===== config.mk =====
export PLATFORM = sky130hd
export DESIGN_NAME = tx_intf_iq_packer_flat
export DESIGN_NICKNAME = d
export VERILOG_FILES = /design/src/rtl/tx_intf_pkg.sv /design/src/rtl/tx_intf_iq_packer_if.sv /design/src/rtl/tx_intf_iq_pair_packer.sv /design/src/rtl/tx_intf_iq_packer.sv /design/src/flat_wrapper.sv
export SDC_FILE = /design/constraint.sdc
export NUM_CORES = 1
export LEC_CHECK = 0
export CELL_PAD_IN_SITES_DETAIL_PLACEMENT = 1
export CELL_PAD_IN_SITES_GLOBAL_PLACEMENT = 1
export CORE_UTILIZATION = 29
export DETAILED_ROUTE_END_ITERATION = 7
export PLACE_DENSITY = 0.69
export SLEW_MARGIN = 10
export SYNTH_ARGS = -nofsm -noshare
export SYNTH_HDL_FRONTEND = slang
export SYNTH_HIERARCHICAL = 1
export SYNTH_SLANG_ARGS = --single-unit

===== constraint.sdc =====
create_clock -name M_AXIS_ACLK -period 2.4 [get_ports M_AXIS_ACLK]
set_input_delay 0.24 -clock M_AXIS_ACLK [delete_from_list [all_inputs] [get_ports M_AXIS_ACLK]]
set_output_delay 0.24 -clock M_AXIS_ACLK [all_outputs]
set_load 0.01 [all_outputs]

===== src/rtl/tx_intf_pkg.sv =====
// Shared constants for the tx_intf I/Q packing path: FSM encoding and default widths.
// No logic; imported by the packer top level.
package tx_intf_pkg;

    localparam int IQ_DATA_WIDTH          = 16;
    localparam int MAX_BIT_NUM_DMA_SYMBOL = 14;

    localparam logic [1:0] IDLE    = 2'b00;
    localparam logic [1:0] ARMED   = 2'b01;
    localparam logic [1:0] CAPTURE = 2'b10;
    localparam logic [1:0] DONE    = 2'b11;

    typedef enum logic [1:0] {
        ST_IDLE    = IDLE,
        ST_ARMED   = ARMED,
        ST_CAPTURE = CAPTURE,
        ST_DONE    = DONE
    } state_t;

endpackage


===== src/rtl/tx_intf_iq_packer_if.sv =====
// Sample-in / packed-word-out bundle between the I/Q source, the packer and the master FIFO.
// master = packer side; slave = the side driving samples and FIFO status.
interface tx_intf_iq_packer_if #(
    parameter int IQ_DATA_WIDTH        = tx_intf_pkg::IQ_DATA_WIDTH,
    parameter int C_M_AXIS_TDATA_WIDTH = 4 * tx_intf_pkg::IQ_DATA_WIDTH
);
    logic                            iq_valid;
    logic [2*IQ_DATA_WIDTH-1:0]      iq_data;
    logic                            FULLN_TO_ACC;
    logic [C_M_AXIS_TDATA_WIDTH-1:0] DATA_FROM_ACC;
    logic                            ACC_DATA_READY;

    modport master (
        input  iq_valid, iq_data, FULLN_TO_ACC,
        output DATA_FROM_ACC, ACC_DATA_READY
    );

    modport slave (
        output iq_valid, iq_data, FULLN_TO_ACC,
        input  DATA_FROM_ACC, ACC_DATA_READY
    );
endinterface


===== src/rtl/tx_intf_iq_pair_packer.sv =====
// Packs two samples into one word; latency 1 cycle from completing sample to write strobe.
// Backpressure: a pair completing while fulln=0 is dropped whole and flagged via pair_drop.
module iq_pair_packer #(
    parameter int SAMPLE_W = 32
) (
    input  logic                  M_AXIS_ACLK,
    input  logic                  M_AXIS_ARESETN,
    input  logic                  clr,
    input  logic                  sample_vld,
    input  logic [SAMPLE_W-1:0]   sample_dat,
    input  logic                  fulln,
    output logic                  pair_wr,
    output logic                  pair_drop,
    output logic [2*SAMPLE_W-1:0] word_dat,
    output logic                  word_vld
);
    logic                half_vld_q;
    logic [SAMPLE_W-1:0] half_dat_q;
    logic                pair_done;

    assign pair_done = sample_vld & half_vld_q;
    assign pair_wr   = pair_done & fulln;
    assign pair_drop = pair_done & ~fulln;

    always_ff @(posedge M_AXIS_ACLK or negedge M_AXIS_ARESETN) begin
        if (!M_AXIS_ARESETN) begin
            half_vld_q <= 1'b0;
            half_dat_q <= '0;
            word_dat   <= '0;
            word_vld   <= 1'b0;
        end else begin
            word_vld <= pair_wr;
            if (pair_wr)
                word_dat <= {sample_dat, half_dat_q};
            if (sample_vld && !half_vld_q)
                half_dat_q <= sample_dat;
            // clr wins so a sample arriving as capture ends cannot seed the next pair
            if (clr)
                half_vld_q <= 1'b0;
            else if (sample_vld)
                half_vld_q <= ~half_vld_q;
        end
    end

endmodule


===== src/rtl/tx_intf_iq_packer.sv =====
// Capture FSM feeding the tx_intf master FIFO with packed I/Q words; write strobe 1 cycle after pair.
// Backpressure: FULLN_TO_ACC low at pair completion drops that word, sets overflow, counts it.
module tx_intf_iq_packer #(
    parameter int IQ_DATA_WIDTH          = tx_intf_pkg::IQ_DATA_WIDTH,
    parameter int C_M_AXIS_TDATA_WIDTH   = 4 * tx_intf_pkg::IQ_DATA_WIDTH,
    parameter int MAX_BIT_NUM_DMA_SYMBOL = tx_intf_pkg::MAX_BIT_NUM_DMA_SYMBOL,
    parameter int DROP_CNT_BITS          = 16
) (
    input  logic                              M_AXIS_ACLK,
    input  logic                              M_AXIS_ARESETN,
    input  logic                              arm,
    input  logic                              trigger,
    input  logic                              endless_mode,
    input  logic [MAX_BIT_NUM_DMA_SYMBOL-1:0] M_AXIS_NUM_DMA_SYMBOL,
    tx_intf_iq_packer_if.master               bus,
    output logic                              start_1trans,
    output logic                              busy,
    output logic                              overflow,
    output logic [DROP_CNT_BITS-1:0]          drop_count,
    output logic [MAX_BIT_NUM_DMA_SYMBOL-1:0] word_count
);
    import tx_intf_pkg::*;

    state_t state_q, state_d;
    logic   arm_q;
    logic   arm_rise;
    logic   in_cap;
    logic   pack_clr;
    logic   pair_wr;
    logic   pair_drop;
    logic   last_word;

    assign arm_rise  = arm & ~arm_q;
    assign in_cap    = (state_q == ST_CAPTURE);
    assign last_word = pair_wr && !endless_mode && (word_count == M_AXIS_NUM_DMA_SYMBOL);

    always_comb begin
        state_d = state_q;
        case (state_q)
            ST_IDLE:    if (arm_rise) state_d = ST_ARMED;
            ST_ARMED: begin
                if (!arm)         state_d = ST_IDLE;
                else if (trigger) state_d = ST_CAPTURE;
            end
            ST_CAPTURE: begin
                if (!arm)           state_d = ST_IDLE;
                else if (last_word) state_d = ST_DONE;
            end
            ST_DONE:    state_d = ST_IDLE;
            default:    state_d = ST_IDLE;
        endcase
    end

    // Half slot only survives while capture continues into the next cycle
    assign pack_clr = !(in_cap && (state_d == ST_CAPTURE));

    always_ff @(posedge M_AXIS_ACLK or negedge M_AXIS_ARESETN) begin
        if (!M_AXIS_ARESETN) begin
            state_q    <= ST_IDLE;
            arm_q      <= 1'b0;
            overflow   <= 1'b0;
            drop_count <= '0;
            word_count <= '0;
        end else begin
            state_q <= state_d;
            arm_q   <= arm;
            if (state_q == ST_IDLE && arm_rise) begin
                overflow   <= 1'b0;
                drop_count <= '0;
                word_count <= '0;
            end else begin
                if (pair_wr)
                    word_count <= word_count + 1'b1;
                if (pair_drop) begin
                    overflow <= 1'b1;
                    if (drop_count != '1)
                        drop_count <= drop_count + 1'b1;
                end
            end
        end
    end

    assign start_1trans = in_cap;
    assign busy         = (state_q != ST_IDLE);

    iq_pair_packer #(
        .SAMPLE_W (2*IQ_DATA_WIDTH)
    ) u_pair (
        .M_AXIS_ACLK    (M_AXIS_ACLK),
        .M_AXIS_ARESETN (M_AXIS_ARESETN),
        .clr            (pack_clr),
        .sample_vld     (bus.iq_valid & in_cap),
        .sample_dat     (bus.iq_data),
        .fulln          (bus.FULLN_TO_ACC),
        .pair_wr        (pair_wr),
        .pair_drop      (pair_drop),
        .word_dat       (bus.DATA_FROM_ACC),
        .word_vld       (bus.ACC_DATA_READY)
    );

endmodule


===== src/flat_wrapper.sv =====
// flat-port wrapper written by rule: the top's interface ports become plain ports
module tx_intf_iq_packer_flat import tx_intf_pkg::*;
#(
    parameter int IQ_DATA_WIDTH          = tx_intf_pkg::IQ_DATA_WIDTH,
    parameter int C_M_AXIS_TDATA_WIDTH   = 4 * tx_intf_pkg::IQ_DATA_WIDTH,
    parameter int MAX_BIT_NUM_DMA_SYMBOL = tx_intf_pkg::MAX_BIT_NUM_DMA_SYMBOL,
    parameter int DROP_CNT_BITS          = 16
)
  (M_AXIS_ACLK, M_AXIS_ARESETN, arm, trigger, endless_mode, M_AXIS_NUM_DMA_SYMBOL, start_1trans, busy, overflow, drop_count, word_count, bus_iq_valid, bus_iq_data, bus_FULLN_TO_ACC, bus_DATA_FROM_ACC, bus_ACC_DATA_READY);
  tx_intf_iq_packer_if #(.IQ_DATA_WIDTH(IQ_DATA_WIDTH), .C_M_AXIS_TDATA_WIDTH(C_M_AXIS_TDATA_WIDTH)) bus_i ();
  input  logic M_AXIS_ACLK;
  input  logic M_AXIS_ARESETN;
  input  logic arm;
  input  logic trigger;
  input  logic endless_mode;
  input  logic [MAX_BIT_NUM_DMA_SYMBOL-1:0] M_AXIS_NUM_DMA_SYMBOL;
  output logic start_1trans;
  output logic busy;
  output logic overflow;
  output logic [DROP_CNT_BITS-1:0] drop_count;
  output logic [MAX_BIT_NUM_DMA_SYMBOL-1:0] word_count;
  input wire logic [$bits(bus_i.iq_valid)-1:0] bus_iq_valid;
  input wire logic [$bits(bus_i.iq_data)-1:0] bus_iq_data;
  input wire logic [$bits(bus_i.FULLN_TO_ACC)-1:0] bus_FULLN_TO_ACC;
  output wire logic [$bits(bus_i.DATA_FROM_ACC)-1:0] bus_DATA_FROM_ACC;
  output wire logic [$bits(bus_i.ACC_DATA_READY)-1:0] bus_ACC_DATA_READY;
  assign bus_i.iq_valid = bus_iq_valid;
  assign bus_i.iq_data = bus_iq_data;
  assign bus_i.FULLN_TO_ACC = bus_FULLN_TO_ACC;
  assign bus_DATA_FROM_ACC = bus_i.DATA_FROM_ACC;
  assign bus_ACC_DATA_READY = bus_i.ACC_DATA_READY;
  tx_intf_iq_packer #(.IQ_DATA_WIDTH(IQ_DATA_WIDTH), .C_M_AXIS_TDATA_WIDTH(C_M_AXIS_TDATA_WIDTH), .MAX_BIT_NUM_DMA_SYMBOL(MAX_BIT_NUM_DMA_SYMBOL), .DROP_CNT_BITS(DROP_CNT_BITS)) u_core (.M_AXIS_ACLK(M_AXIS_ACLK), .M_AXIS_ARESETN(M_AXIS_ARESETN), .arm(arm), .trigger(trigger), .endless_mode(endless_mode), .M_AXIS_NUM_DMA_SYMBOL(M_AXIS_NUM_DMA_SYMBOL), .bus(bus_i), .start_1trans(start_1trans), .busy(busy), .overflow(overflow), .drop_count(drop_count), .word_count(word_count));
endmodule

==> metrics.yaml <==
status: "finished, final reports clean"
grt_pass1_vias: 4452
drt_wl_total_mm: 15.0
antenna_cells: 0
dp_hpwl_mm: 10.6
min_period_ns: 2.31
ys_types: 41
syn_area_um2: 5740
antenna_found_initial: 0
cts_sinks: 132
ys_ff_latch: 132
cp_cell_sequence: "nor2b_4 -> and2_4 -> nand2_2 -> nor2_4 -> nand4_1 -> or4_4 -> or4_4 -> o211a_1"
arrival_ns: 2.60
critPathMaxStageDelay_ns: 0.55
io_pins: 151
vias: 4041
cts_max_path_buffers: 2
layout_commonest_cell: "clkdlybuf4s50_1"
finalHoldViolCount: 0
die_area_um2: 20400
drc: 0
synth_cells: 410
clk_pin_slew_ns: 0.06
hold_slack_ns: 0.340
crit_path_top_delay_cell: "or4_4"
rows: 51
synthToLayoutAreaGrowth_pct: 43.5
crit_fanout: 5
pwr_density_cell_nw_per_um2: 669
cts-root-buf: "clkbuf_16"
viasPerCell: 4.69
gr-usage-all-layers_pct: 15.6
path_class: "flop to flop"
die_h_um: 143
required_ns: 2.69
max-cap-violations: 0
gp_congestion: 0.795
setup_viol: 0
yosysSeqAreaShare_pct: 57.5
grt_max_degree: 53
clk_latency_ns: 0.41
max_freq_mhz: 434
synthesis.nets: 465
wl_met2_mm: 7.42
min_period_over_period_pct: 96.1
ir_drop_uv: 386
die_x_um: 143
synthArstFlopShare_pct: 100
clock_skew_ns: 0.00725
antenna_left: 0
overflow: 0
final_cell_mix: "clkdlybuf4s50_1 (149), dfrtp_1 (132), mux2_2 (57)"
ys_warn_count: 6
cp-end-kind: "flop"
hold_path.class: "input port to async pin"
start_util_pct: 29.5
synthFlopType: "dfrtp_1"
p_leak_nw: 3.56
crit_path_start_kind: "flop"
syn_area_per_cell_um2: 14.0
cts_tree: "yes"
top_layer_used: "met4"
nets: 638
firstDrtPassIters: 8
io_buffer_count: 150
wl_met3_um: 778
slew_viol_final: 0
drt-met1-wl_mm: 6.63
worstMarginPinSlew_ns: 0.612
design.core.area_um2: 19500
cts_buffers: 17
synth_edf_count: 0
htree_levels: 4
drive_gt1_share_pct: 27.7
final_cells: 861
cpMostUsedCell: "or4_4"
grt_pass1_wl_mm: 24.2
wl_per_cell_um: 17.4
relSlewSlack_pct: 59.1
dpl.cell_count: 826
rsz0062_at_grt: "no"
drt-initial-drc-count: 158
[metal layers]
| layer | track usage (%) | vias to the layer above |
|---|---|---|
| li1 | - | 1827 |
| met1 | 19.6 | 2082 |
| met2 | 25.9 | 121 |
| met3 | 4.23 | 11 |
| met4 | 4.98 | 0 |
| met5 | 0 | - |
[worst max-delay path: cells and delay by family, from the launching register on]
kind	cells	cell delay (ns)
DFF	1	0.41
AOI/OAI and AO/OA	1	0.15
and+or+nand+nor	7	1.64
[repair_timing]
| item | CTS | global route |
|---|---|---|
| endpoints found under the setup margin | 3 | 3 |
| hold endpoints to repair | 36 | 0 |
| pin swaps | 3 | 0 |
| gates resized for setup | 1 | 5 |
| hold buffers | 1 | 0 |
| setup buffers | 1 | 1 |
[metrics by stage]
step / TNS, ns / setup WS (ns) / instance area (µm²) / power (W) / utilization, %
5_1_grt: 0 / 0.00313 / 8240 / 0.00576 / 42.3
6_report: 0 / 0.0937 / 8240 / 0.00551 / 42.3
3_5_place_dp: -0.606 / -0.235 / 7620 / 0.00300 / 39.2
2_1_floorplan: 0 / 0.00828 / 5760 / 0.00276 / -
3_3_place_gp: -0.270 / -0.144 / 7620 / 0.00297 / 39.2
4_1_cts: 0 / 0.0118 / 8220 / 0.00561 / 42.2
[sequential cells by signal (all words and copies together) (netlist names)]
signal,flops
u_core/u_pair/word_dat,64
u_core/u_pair/word_vld,1
u_core/word_count,14
u_core/u_pair/half_vld_q,1
u_core/overflow,1
u_core/state_q,2
u_core/arm_q,1
u_core/drop_count,16
u_core/u_pair/half_dat_q,32
[logic make-up after synthesis]
| family | after synthesis | share of synthesized area, % |
|---|---|---|
| flops | 132 | 57.5 |
| xor+xnor | 25 | 3.81 |
| fa+ha+maj | 2 | 0.436 |
| buf+inv | 23 | 3.46 |
| simple gates | 94 | 9.24 |
| compound gates | 36 | 3.83 |
| mux | 98 | 21.7 |
[synth_stat cells (all sizes together) (3+ instances only)]
master / instances / area, µm²
clkbuf: 5 / 18.8
o41ai: 4 / 35.0
or2: 4 / 25.0
xor2: 18 / 158
nand2: 14 / 52.6
a21oi: 14 / 70.1
or3: 7 / 43.8
nand2b: 3 / 18.8
nor4: 7 / 43.8
nor3: 6 / 30.0
nand4: 11 / 68.8
dfrtp: 132 / 3300
inv: 7 / 28.8
nand3: 8 / 52.6
nor2: 18 / 67.6
or4: 8 / 63.8
o31ai: 4 / 30.0
buf: 11 / 151
xnor2: 7 / 61.3
mux2: 96 / 1230
o21ai: 9 / 45.0
[power breakdown]
part	switching, W	total [W]	internal, W
Sequential	0.0000980	0.00253	0.00243
Clock	0.00107	0.00256	0.00148
Combinational	0.000160	0.000428	0.000268
Total	0.00133	0.00551	0.00418
[area by class of cell]
cell class	count	area, µm²
Clock buffer	18	439
Clock inverter	14	140
Fill cell	2021	11200
Inverter	7	28.8
Multi-Input combinational cell	255	2280
Sequential cell	132	3300
Tap cell	265	332
Timing Repair Buffer	170	1710
[final timing paths]
| check | start | end | slack (ns) | depth (start not counted) |
|---|---|---|---|---|
| worst max-delay path | u_core/state_q[0] | u_core/drop_count[15] | 0.09 | 8 |
| worst min-delay path | M_AXIS_ARESETN | u_core/u_pair/half_dat_q[15] | 0.34 | 2 |
| worst max register to register | u_core/state_q[0] | u_core/drop_count[15] | 0.09 | 8 |
| worst min register to register | u_core/overflow | u_core/overflow | 0.50 | 2 |
| max in group asynchronous | M_AXIS_ARESETN | u_core/word_count[1] | 1.37 | 3 |
| min in group M_AXIS_ACLK | bus_iq_data[30] | u_core/u_pair/half_dat_q[30] | 0.47 | 2 |
Power figures use the tool's default switching activity.
